## src/rtl/dsp48a1_mac_sequencer_if.sv

```systemverilog
// rtl/dsp48a1_mac_sequencer_if.sv - job, operand, result and slice-control signals of the MAC sequencer
interface dsp48a1_mac_sequencer_if #(
  parameter int LEN_W = 10
);
  logic             START;
  logic [LEN_W-1:0] LEN;
  logic             BUSY;
  logic             OP_VALID;
  logic             OP_READY;
  logic [17:0]      OP_A;
  logic [17:0]      OP_B;
  logic             RES_VALID;
  logic             RES_READY;
  logic [47:0]      RES_DATA;
  logic [17:0]      DSP_A;
  logic [17:0]      DSP_B;
  logic [17:0]      DSP_D;
  logic [7:0]       DSP_OPMODE;
  logic             DSP_CEA;
  logic             DSP_CEB;
  logic             DSP_CEM;
  logic             DSP_CEOPMODE;
  logic             DSP_CEP;
  logic [47:0]      DSP_P;

  modport slave (
    input  START, LEN, OP_VALID, OP_A, OP_B, RES_READY, DSP_P,
    output BUSY, OP_READY, RES_VALID, RES_DATA,
    output DSP_A, DSP_B, DSP_D, DSP_OPMODE,
    output DSP_CEA, DSP_CEB, DSP_CEM, DSP_CEOPMODE, DSP_CEP
  );

  modport master (
    output START, LEN, OP_VALID, OP_A, OP_B, RES_READY, DSP_P,
    input  BUSY, OP_READY, RES_VALID, RES_DATA,
    input  DSP_A, DSP_B, DSP_D, DSP_OPMODE,
    input  DSP_CEA, DSP_CEB, DSP_CEM, DSP_CEOPMODE, DSP_CEP
  );
endinterface

```

## src/rtl/dsp48a1_mac_sequencer.sv

```systemverilog
// rtl/dsp48a1_mac_sequencer.sv - drives one DSP48A1 slice as an unsigned dot-product engine
module dsp48a1_mac_sequencer #(
  parameter int         LEN_W     = 10,
  parameter logic [7:0] OPM_FIRST = 8'h01,
  parameter logic [7:0] OPM_ACC   = 8'h09
) (
  input  logic                        CLK,
  input  logic                        RST_N,
  dsp48a1_mac_sequencer_if.slave      bus
);

  typedef enum logic [1:0] {S_IDLE, S_LOAD, S_DRAIN, S_DONE} state_t;

  state_t           state_q, state_d;
  logic [LEN_W-1:0] remaining_q, remaining_d;
  logic [LEN_W-1:0] len_q, len_d;
  logic             zero_q, zero_d;
  logic             tok1_valid_q, tok1_first_q, tok2_valid_q;
  logic             op_ready, res_valid, handshake;

  assign op_ready  = (state_q == S_LOAD);
  assign handshake = bus.OP_VALID && op_ready;

  // Tokens mirror the slice's M and P stages so P is enabled only for real products.
  always_ff @(posedge CLK or negedge RST_N) begin
    if (!RST_N) begin
      state_q      <= S_IDLE;
      remaining_q  <= '0;
      len_q        <= '0;
      zero_q       <= 1'b0;
      tok1_valid_q <= 1'b0;
      tok1_first_q <= 1'b0;
      tok2_valid_q <= 1'b0;
    end else begin
      state_q      <= state_d;
      remaining_q  <= remaining_d;
      len_q        <= len_d;
      zero_q       <= zero_d;
      tok1_valid_q <= handshake;
      tok1_first_q <= handshake && (remaining_q == len_q);
      tok2_valid_q <= tok1_valid_q;
    end
  end

  always_comb begin
    state_d     = state_q;
    remaining_d = remaining_q;
    len_d       = len_q;
    zero_d      = zero_q;
    res_valid   = 1'b0;
    case (state_q)
      S_IDLE: begin
        if (bus.START) begin
          if (bus.LEN != '0) begin
            remaining_d = bus.LEN;
            len_d       = bus.LEN;
            state_d     = S_LOAD;
          end else begin
            zero_d  = 1'b1;
            state_d = S_DONE;
          end
        end
      end
      S_LOAD: begin
        if (handshake) begin
          remaining_d = remaining_q - LEN_W'(1);
          if (remaining_q == LEN_W'(1)) state_d = S_DRAIN;
        end
      end
      S_DRAIN: begin
        // The edge leaving DRAIN is the one that lands the last product in P.
        if (tok2_valid_q && !tok1_valid_q) state_d = S_DONE;
      end
      S_DONE: begin
        res_valid = 1'b1;
        if (bus.RES_READY) begin
          zero_d  = 1'b0;
          state_d = S_IDLE;
        end
      end
      default: state_d = S_IDLE;
    endcase
  end

  assign bus.BUSY         = (state_q != S_IDLE);
  assign bus.OP_READY     = op_ready;
  assign bus.RES_VALID    = res_valid;
  assign bus.RES_DATA     = (state_q == S_DONE && !zero_q) ? bus.DSP_P : 48'd0;
  assign bus.DSP_A        = bus.OP_A;
  assign bus.DSP_B        = bus.OP_B;
  assign bus.DSP_D        = 18'd0;
  assign bus.DSP_OPMODE   = tok1_first_q ? OPM_FIRST : OPM_ACC;
  assign bus.DSP_CEA      = 1'b1;
  assign bus.DSP_CEB      = 1'b1;
  assign bus.DSP_CEM      = 1'b1;
  assign bus.DSP_CEOPMODE = 1'b1;
  assign bus.DSP_CEP      = tok2_valid_q;

endmodule

```

## src/flat_wrapper.sv

```systemverilog
// flat-port wrapper written by rule: the top's interface ports become plain ports
module dsp48a1_mac_sequencer_flat 
#(
  parameter int         LEN_W     = 10,
  parameter logic [7:0] OPM_FIRST = 8'h01,
  parameter logic [7:0] OPM_ACC   = 8'h09
)
  (CLK, RST_N, bus_START, bus_LEN, bus_OP_VALID, bus_OP_A, bus_OP_B, bus_RES_READY, bus_DSP_P, bus_BUSY, bus_OP_READY, bus_RES_VALID, bus_RES_DATA, bus_DSP_A, bus_DSP_B, bus_DSP_D, bus_DSP_OPMODE, bus_DSP_CEA, bus_DSP_CEB, bus_DSP_CEM, bus_DSP_CEOPMODE, bus_DSP_CEP);
  dsp48a1_mac_sequencer_if #(.LEN_W(LEN_W)) bus_i ();
  input  logic CLK;
  input  logic RST_N;
  input wire logic [$bits(bus_i.START)-1:0] bus_START;
  input wire logic [$bits(bus_i.LEN)-1:0] bus_LEN;
  input wire logic [$bits(bus_i.OP_VALID)-1:0] bus_OP_VALID;
  input wire logic [$bits(bus_i.OP_A)-1:0] bus_OP_A;
  input wire logic [$bits(bus_i.OP_B)-1:0] bus_OP_B;
  input wire logic [$bits(bus_i.RES_READY)-1:0] bus_RES_READY;
  input wire logic [$bits(bus_i.DSP_P)-1:0] bus_DSP_P;
  output wire logic [$bits(bus_i.BUSY)-1:0] bus_BUSY;
  output wire logic [$bits(bus_i.OP_READY)-1:0] bus_OP_READY;
  output wire logic [$bits(bus_i.RES_VALID)-1:0] bus_RES_VALID;
  output wire logic [$bits(bus_i.RES_DATA)-1:0] bus_RES_DATA;
  output wire logic [$bits(bus_i.DSP_A)-1:0] bus_DSP_A;
  output wire logic [$bits(bus_i.DSP_B)-1:0] bus_DSP_B;
  output wire logic [$bits(bus_i.DSP_D)-1:0] bus_DSP_D;
  output wire logic [$bits(bus_i.DSP_OPMODE)-1:0] bus_DSP_OPMODE;
  output wire logic [$bits(bus_i.DSP_CEA)-1:0] bus_DSP_CEA;
  output wire logic [$bits(bus_i.DSP_CEB)-1:0] bus_DSP_CEB;
  output wire logic [$bits(bus_i.DSP_CEM)-1:0] bus_DSP_CEM;
  output wire logic [$bits(bus_i.DSP_CEOPMODE)-1:0] bus_DSP_CEOPMODE;
  output wire logic [$bits(bus_i.DSP_CEP)-1:0] bus_DSP_CEP;
  assign bus_i.START = bus_START;
  assign bus_i.LEN = bus_LEN;
  assign bus_i.OP_VALID = bus_OP_VALID;
  assign bus_i.OP_A = bus_OP_A;
  assign bus_i.OP_B = bus_OP_B;
  assign bus_i.RES_READY = bus_RES_READY;
  assign bus_i.DSP_P = bus_DSP_P;
  assign bus_BUSY = bus_i.BUSY;
  assign bus_OP_READY = bus_i.OP_READY;
  assign bus_RES_VALID = bus_i.RES_VALID;
  assign bus_RES_DATA = bus_i.RES_DATA;
  assign bus_DSP_A = bus_i.DSP_A;
  assign bus_DSP_B = bus_i.DSP_B;
  assign bus_DSP_D = bus_i.DSP_D;
  assign bus_DSP_OPMODE = bus_i.DSP_OPMODE;
  assign bus_DSP_CEA = bus_i.DSP_CEA;
  assign bus_DSP_CEB = bus_i.DSP_CEB;
  assign bus_DSP_CEM = bus_i.DSP_CEM;
  assign bus_DSP_CEOPMODE = bus_i.DSP_CEOPMODE;
  assign bus_DSP_CEP = bus_i.DSP_CEP;
  dsp48a1_mac_sequencer #(.LEN_W(LEN_W), .OPM_FIRST(OPM_FIRST), .OPM_ACC(OPM_ACC)) u_core (.CLK(CLK), .RST_N(RST_N), .bus(bus_i));
endmodule
```

## config.mk

```make
export PLATFORM = sky130hd
export DESIGN_NAME = dsp48a1_mac_sequencer_flat
export DESIGN_NICKNAME = d
export VERILOG_FILES = /design/src/rtl/dsp48a1_mac_sequencer_if.sv /design/src/rtl/dsp48a1_mac_sequencer.sv /design/src/flat_wrapper.sv
export SDC_FILE = /design/constraint.sdc
export NUM_CORES = 1
export LEC_CHECK = 0
export CAP_MARGIN = 0
export CORE_MARGIN = 10
export CORE_UTILIZATION = 34
export CTS_CLUSTER_DIAMETER = 200
export DETAILED_ROUTE_END_ITERATION = 10
export GPL_TIMING_DRIVEN = 0
export PLACE_DENSITY = 0.94
export SYNTH_ARGS = -nofsm -noshare
export SYNTH_HDL_FRONTEND = slang
export SYNTH_SLANG_ARGS = --single-unit
```

## constraint.sdc

```tcl
create_clock -name CLK -period 3.8 [get_ports CLK]
set_input_delay 0.38 -clock CLK [delete_from_list [all_inputs] [get_ports CLK]]
set_output_delay 0.38 -clock CLK [all_outputs]
set_load 0.02 [all_outputs]
```

# == Word-level counts from Yosys, hierarchy flattened ==
# Cells that the tools add are included.
# totals
output_inout_bits,118
reg_bits,26
in_bits,99
# op_classes
addsub,1
muxes,18
n_reduce_logical,15
n_eq_ne,12
# op_table
operator,count
$mux W48,1
$mux W10,3
$pmux W10 S2,1
$mux W2,6
$eq A10 B1 Y1 const B,1
$eq A10 B10 Y1,1
$ne A2 B2 Y1 const B,5
$reduce_bool A10 Y1,1
$sub A10 B1 Y10 const B,1
$pmux W2 S4,1
$reduce_and A4 Y1,2
$reduce_bool A2 Y1,3
$reduce_and A5 Y1,1
$eq A2 B2 Y1 const B,2
$logic_and A1 B1 Y1,4
$mux W1,4
$mux W4,1
$ne A2 B1 Y1 const B,2
$reduce_and A3 Y1,1
$eq A2 B1 Y1 const B,1
$logic_not A1 Y1,2
$logic_not A2 Y1,1
$pmux W1 S2,1

# == Longest topological paths before layout ==
# depth
depth_word,4
depth_mapped,7
ltp_nobuf,6

# == Least setup slack after synthesis ==
# No wires, ideal clock.
# synth_path
path_kind,register to register
from,register u_core.state_q[1]
to,register u_core.remaining_q[6]
arrival_ns,1.864
period_less_slack_ns,1.985
setup_ns,0.121
required_time_ns,3.679
path_stages_with_launch,8
n_path_buf,1
slack_ns,1.815
cell_sequence,dfrtp_1 -> inv_1 -> ha_1 -> and2b_2 -> o22ai_1 -> clkbuf_1 -> nor3_1 -> o22a_1
# synth_via
elab_chain_cells,4
elab_cells_between_ends,9
classes_between,eq/ne (4); mux (1); reduce/logical (4)
# synth_rtl
item,line_no,rtl
from (decl),dsp48a1_mac_sequencer.sv:14,"state_t state_q, state_d;"
from (signal assigned),dsp48a1_mac_sequencer.sv:35,state_q <= state_d;
$eq A2 B1 Y1 *,dsp48a1_mac_sequencer.sv:21,assign op_ready = (state_q == S_LOAD);
net bus_OP_READY,flat_wrapper.sv:20,output wire logic [$bits(bus_i.OP_READY)-1:0] bus_OP_READY;
$logic_and A1 B1 Y1,dsp48a1_mac_sequencer.sv:22,assign handshake = bus.OP_VALID && op_ready;
$ne A2 B2 Y1 (no source line),--,
$reduce_and A4 Y1 (no source line),--,
to (signal assigned),dsp48a1_mac_sequencer.sv:36,remaining_q <= remaining_d;
to (decl),dsp48a1_mac_sequencer.sv:15,"logic [LEN_W-1:0] remaining_q, remaining_d;"
# The timed path passes the listed nets; every way through them passes the cells marked *.
# A chain may end at the register's enable or synchronous reset.

# == Worst setup path after layout ==
# layout_path
from,register u_core.state_q[0]
to,output bus_RES_DATA[33]
# layout_via
elab_chain_cells,3
# layout_rtl
item,line_no,rtl
$eq A2 B2 Y1,dsp48a1_mac_sequencer.sv:88,assign bus.RES_DATA = (state_q == S_DONE && !zero_q) ? bus.DSP_P : 48'd0;
$logic_and A1 B1 Y1,dsp48a1_mac_sequencer.sv:88,
$mux W48,dsp48a1_mac_sequencer.sv:88,
to (decl),flat_wrapper.sv:22,output wire logic [$bits(bus_i.RES_DATA)-1:0] bus_RES_DATA;
# No other way between the ends.

==> flow_summary_export.csv <==
group,metric,value,unit
outcome,status,"finished clean",
drt,drc,0,
global_routing,met3_usage,4.83,%
floorplan,die_area,10800,sq um
global_routing,grt_pass1_vias,2519,
final_layout,multi_input_area,1240,sq um
drt,wl,10600,um
global_routing,grt_overflow_total,0,
final_layout,final_nets,562,
yosys,synth_top_area_cell,"dfrtp_1",
clock_tree,cts_tree,"yes",
yosys,yosysSeqAreaShare,27.2,%
timing,drv_slew,0,
floorplan,num_rows,30,
yosys,avgSynthCellArea,8.76,sq um
hold_path,hp-start,"u_core.tok1_valid_q",
drt,drt-vias-per-instance,4.45,
floorplan,pin_count,217,
hold_path,min_path_type,"reg2reg",
timing,setup_violations,0,
drt,drtIter0Drc,140,
hold_path,holdPathStages,0,
drt,num_vias,2454,
final_layout,final_layout_size_suffix_gt1_share,20.2,%
clock_tree,cts.sinks,26,
placement,dpl_cell_area,4120,sq um
placement,dp.final_hpwl,9360,um
final_layout,fillers,586,
timing,hold_viol,0,
setup_path,required,3420,ps
power_and_ir_drop,ir_drop,0.000508,V
clock_tree,cts_buffers,3,
setup_path,crit_fanout,10,
setup_path,end_kind,"primary output",
setup_path,worstSetupPathType,"reg2out",
yosys,yosys_warnings,0,
setup_path,reg2reg_depth,7,
timing,rsz0062_at_grt,"false",
floorplan,die_h,104,um
global_routing,grt.busiest_layer,"met2",
drt,drt_pass1_iterations,4,
clock_tree,clkLatencyLatePin,270,ps
global_routing,grt_pass1_wl,15800,um
yosys,netlist_area,2390,sq um
hold_path,worstHoldEndpoint,"u_core.bus.DSP_CEP",
yosys,synth_area_leaders,"dfrtp_1 (27%), buf_4 (21%), and2_1 (13%), mux2_2 (4.7%), ha_1 (3.7%)",
run,maxCapViolCount,0,
clock_tree,post_cts_buffers,0,
clock_tree,cts.reportedPaths.clkPinSlew,90,ps
final_layout,finalInstanceArea,4200,sq um
floorplan,fp.dieW,104,um
power_and_ir_drop,powerDensity,480,nW/um^2
clock_tree,htreeDepth,1,
yosys,synth-seq-cells,26,
final_layout,layout-area-overhead-vs-synth,75.5,%
final_layout,final_cell_mix,"clkdlybuf4s50_1 (151), buf_4 (66), and2_1 (48)",
final_layout,antennaDiodeCount,0,
power_and_ir_drop,total_power,2.01,mW
placement,dp_cells,547,
final_layout,finalNonFillerCells,551,
floorplan,start_util,35.0,%
setup_path,critPathArrivalTime,2580,ps
global_routing,grt_usage,18.5,%
power_and_ir_drop,power.leakage,1.82,nW
timing,finalClockSkew,3.76,ps
placement,io_buffer_count,151,
placement,gp_congestion,0.876,
drt,drt.antenna.violating_nets,0,
floorplan,core_area,6830,sq um
setup_path,r2r-end,"u_core.remaining_q[9]",
setup_path,r2r_slack,1510,ps
global_routing,use_met2,35.1,%
timing,fmax,0.338,GHz
timing,period_share,77.9,%
timing,fin_hold_ws,376,ps
clock_tree,holdBufCountCts,0,
setup_path,r2r-start,"u_core.state_q[1]",
timing,max-slew-margin-rel,20.4,%
clock_tree,clock-root-buffer,"clkbuf_8",
global_routing,use_met1,20.1,%
clock_tree,cts_resized,0,
setup_path,critPathLaunchType,"flop",
yosys,synthCells,273,
timing,setup-tns-final,0,ps
yosys,synth_top_area_share,27.2,%
global_routing,grt_max_degree,27,
timing,worst_pin_slew,1190,ps
yosys,ys_types,43,
drt,wl_per_cell,19.3,um
clock_tree,cts_max_path_buffers,2,
final_layout,regArea,651,sq um
global_routing,antenna_found_initial,0,
final_layout,mostFrequentLayoutCell,"clkdlybuf4s50_1",
timing,final.min_clock_period,2960,ps
[cells in the mapped netlist]
master and count:
and2b_2 1, clkbuf_8 2, o22ai_1 2, and4_2 1, dfrtp_1 26, a31oi_1 2
nand4_1 3, nand3_1 3, conb_1 2, and3_1 2, inv_1 10, nor4_1 4
or3_2 1, a211oi_2 1, a21oi_1 4, a221oi_1 1, a41oi_1 1, mux2_2 10
xnor2_1 10, o21a_1 1, buf_4 66, nor2_1 12, nor2b_1 2, nand2_1 3
o22a_1 4, o32ai_1 1, or4bb_1 1, nor3_1 8, o41ai_1 2, buf_6 1
nand2b_1 1, o31ai_1 4, or2_2 1, nor3b_1 1, clkbuf_1 7, a32oi_1 1
ha_1 7, and2_2 1, o21ai_0 6, a2bb2oi_1 4, or4_4 3, mux2i_1 2
and2_1 48
[critical path, stage by stage (launching register included)]
cell,delay (ps)
dfrtp_1,390
ha_1,250
nor2b_1,250
clkbuf_1,300
clkbuf_1,300
and2_1,190
clkdlybuf4s50_1,640
[flip-flops by register name (all words and copies together), names as in the netlist]
register and cells:
u_core.bus.DSP_CEP 1, u_core.len_q 10, u_core.remaining_q 10, u_core.state_q 2, u_core.tok1_first_q 1, u_core.tok1_valid_q 1
u_core.zero_q 1
[layer usage]
| metal | part of all wire (%) | routed length (um) | up-vias |
|---|---|---|---|
| met5 | 0 | 0 | - |
| met4 | 1.3 | 136 | 0 |
| met3 | 7.7 | 820 | 10 |
| met2 | 54 | 5720 | 139 |
| met1 | 37 | 3960 | 1114 |
| li1 | - | - | 1191 |
[cell type report]
type,count,share of cell area [%]
Timing Repair Buffer,151,36.0
Multi-Input combinational cell,188,29.6
Sequential cell,26,15.5
Buffer,76,13.4
Tap cell,96,2.86
Clock buffer,3,0.984
Inverter,10,0.895
Clock inverter,1,0.716
[stage by stage]
stage	worst slack, ps	utilization [%]
5_1_grt	657	61.4
6_report	838	61.4
3_5_place_dp	1130	60.4
4_1_cts	811	61.4
2_1_floorplan	1810	-
3_3_place_gp	1150	60.4
[power by group]
group	switching [mW]	leakage (nW)	internal, mW
clock	0.0894	0.0357	0.141
sequential	0.136	0.305	0.411
combinational	0.616	1.48	0.620
total	0.841	1.82	1.17
[worst max path at each step]
stage | start | endpoint | slack [ps] | cells after the start
after global routing | u_core.state_q[0] | bus_RES_DATA[36] | 660 | 6
after floorplan | u_core.state_q[1] | u_core.remaining_q[6] | 1810 | 7
after global placement | u_core.state_q[0] | bus_RES_DATA[33] | 1150 | 6
after detailed placement | u_core.state_q[0] | bus_RES_DATA[33] | 1130 | 6
final | u_core.state_q[0] | bus_RES_DATA[33] | 840 | 6
after CTS | u_core.state_q[0] | bus_RES_DATA[33] | 810 | 6
[logic make-up (layout without fill, tap and decap cells)]
logic type	Yosys count	after routing	synth area share [%]
simple gates	96	96	24.2
buf+inv	86	241	25.0
compound gates	34	34	10.4
flops	26	26	27.2
mux	12	12	5.55
xor+xnor	10	10	3.66
fa+ha+maj	7	7	3.66
other cells	2	29	0.314
No activity file was read; power rests on OpenSTA's default activity.
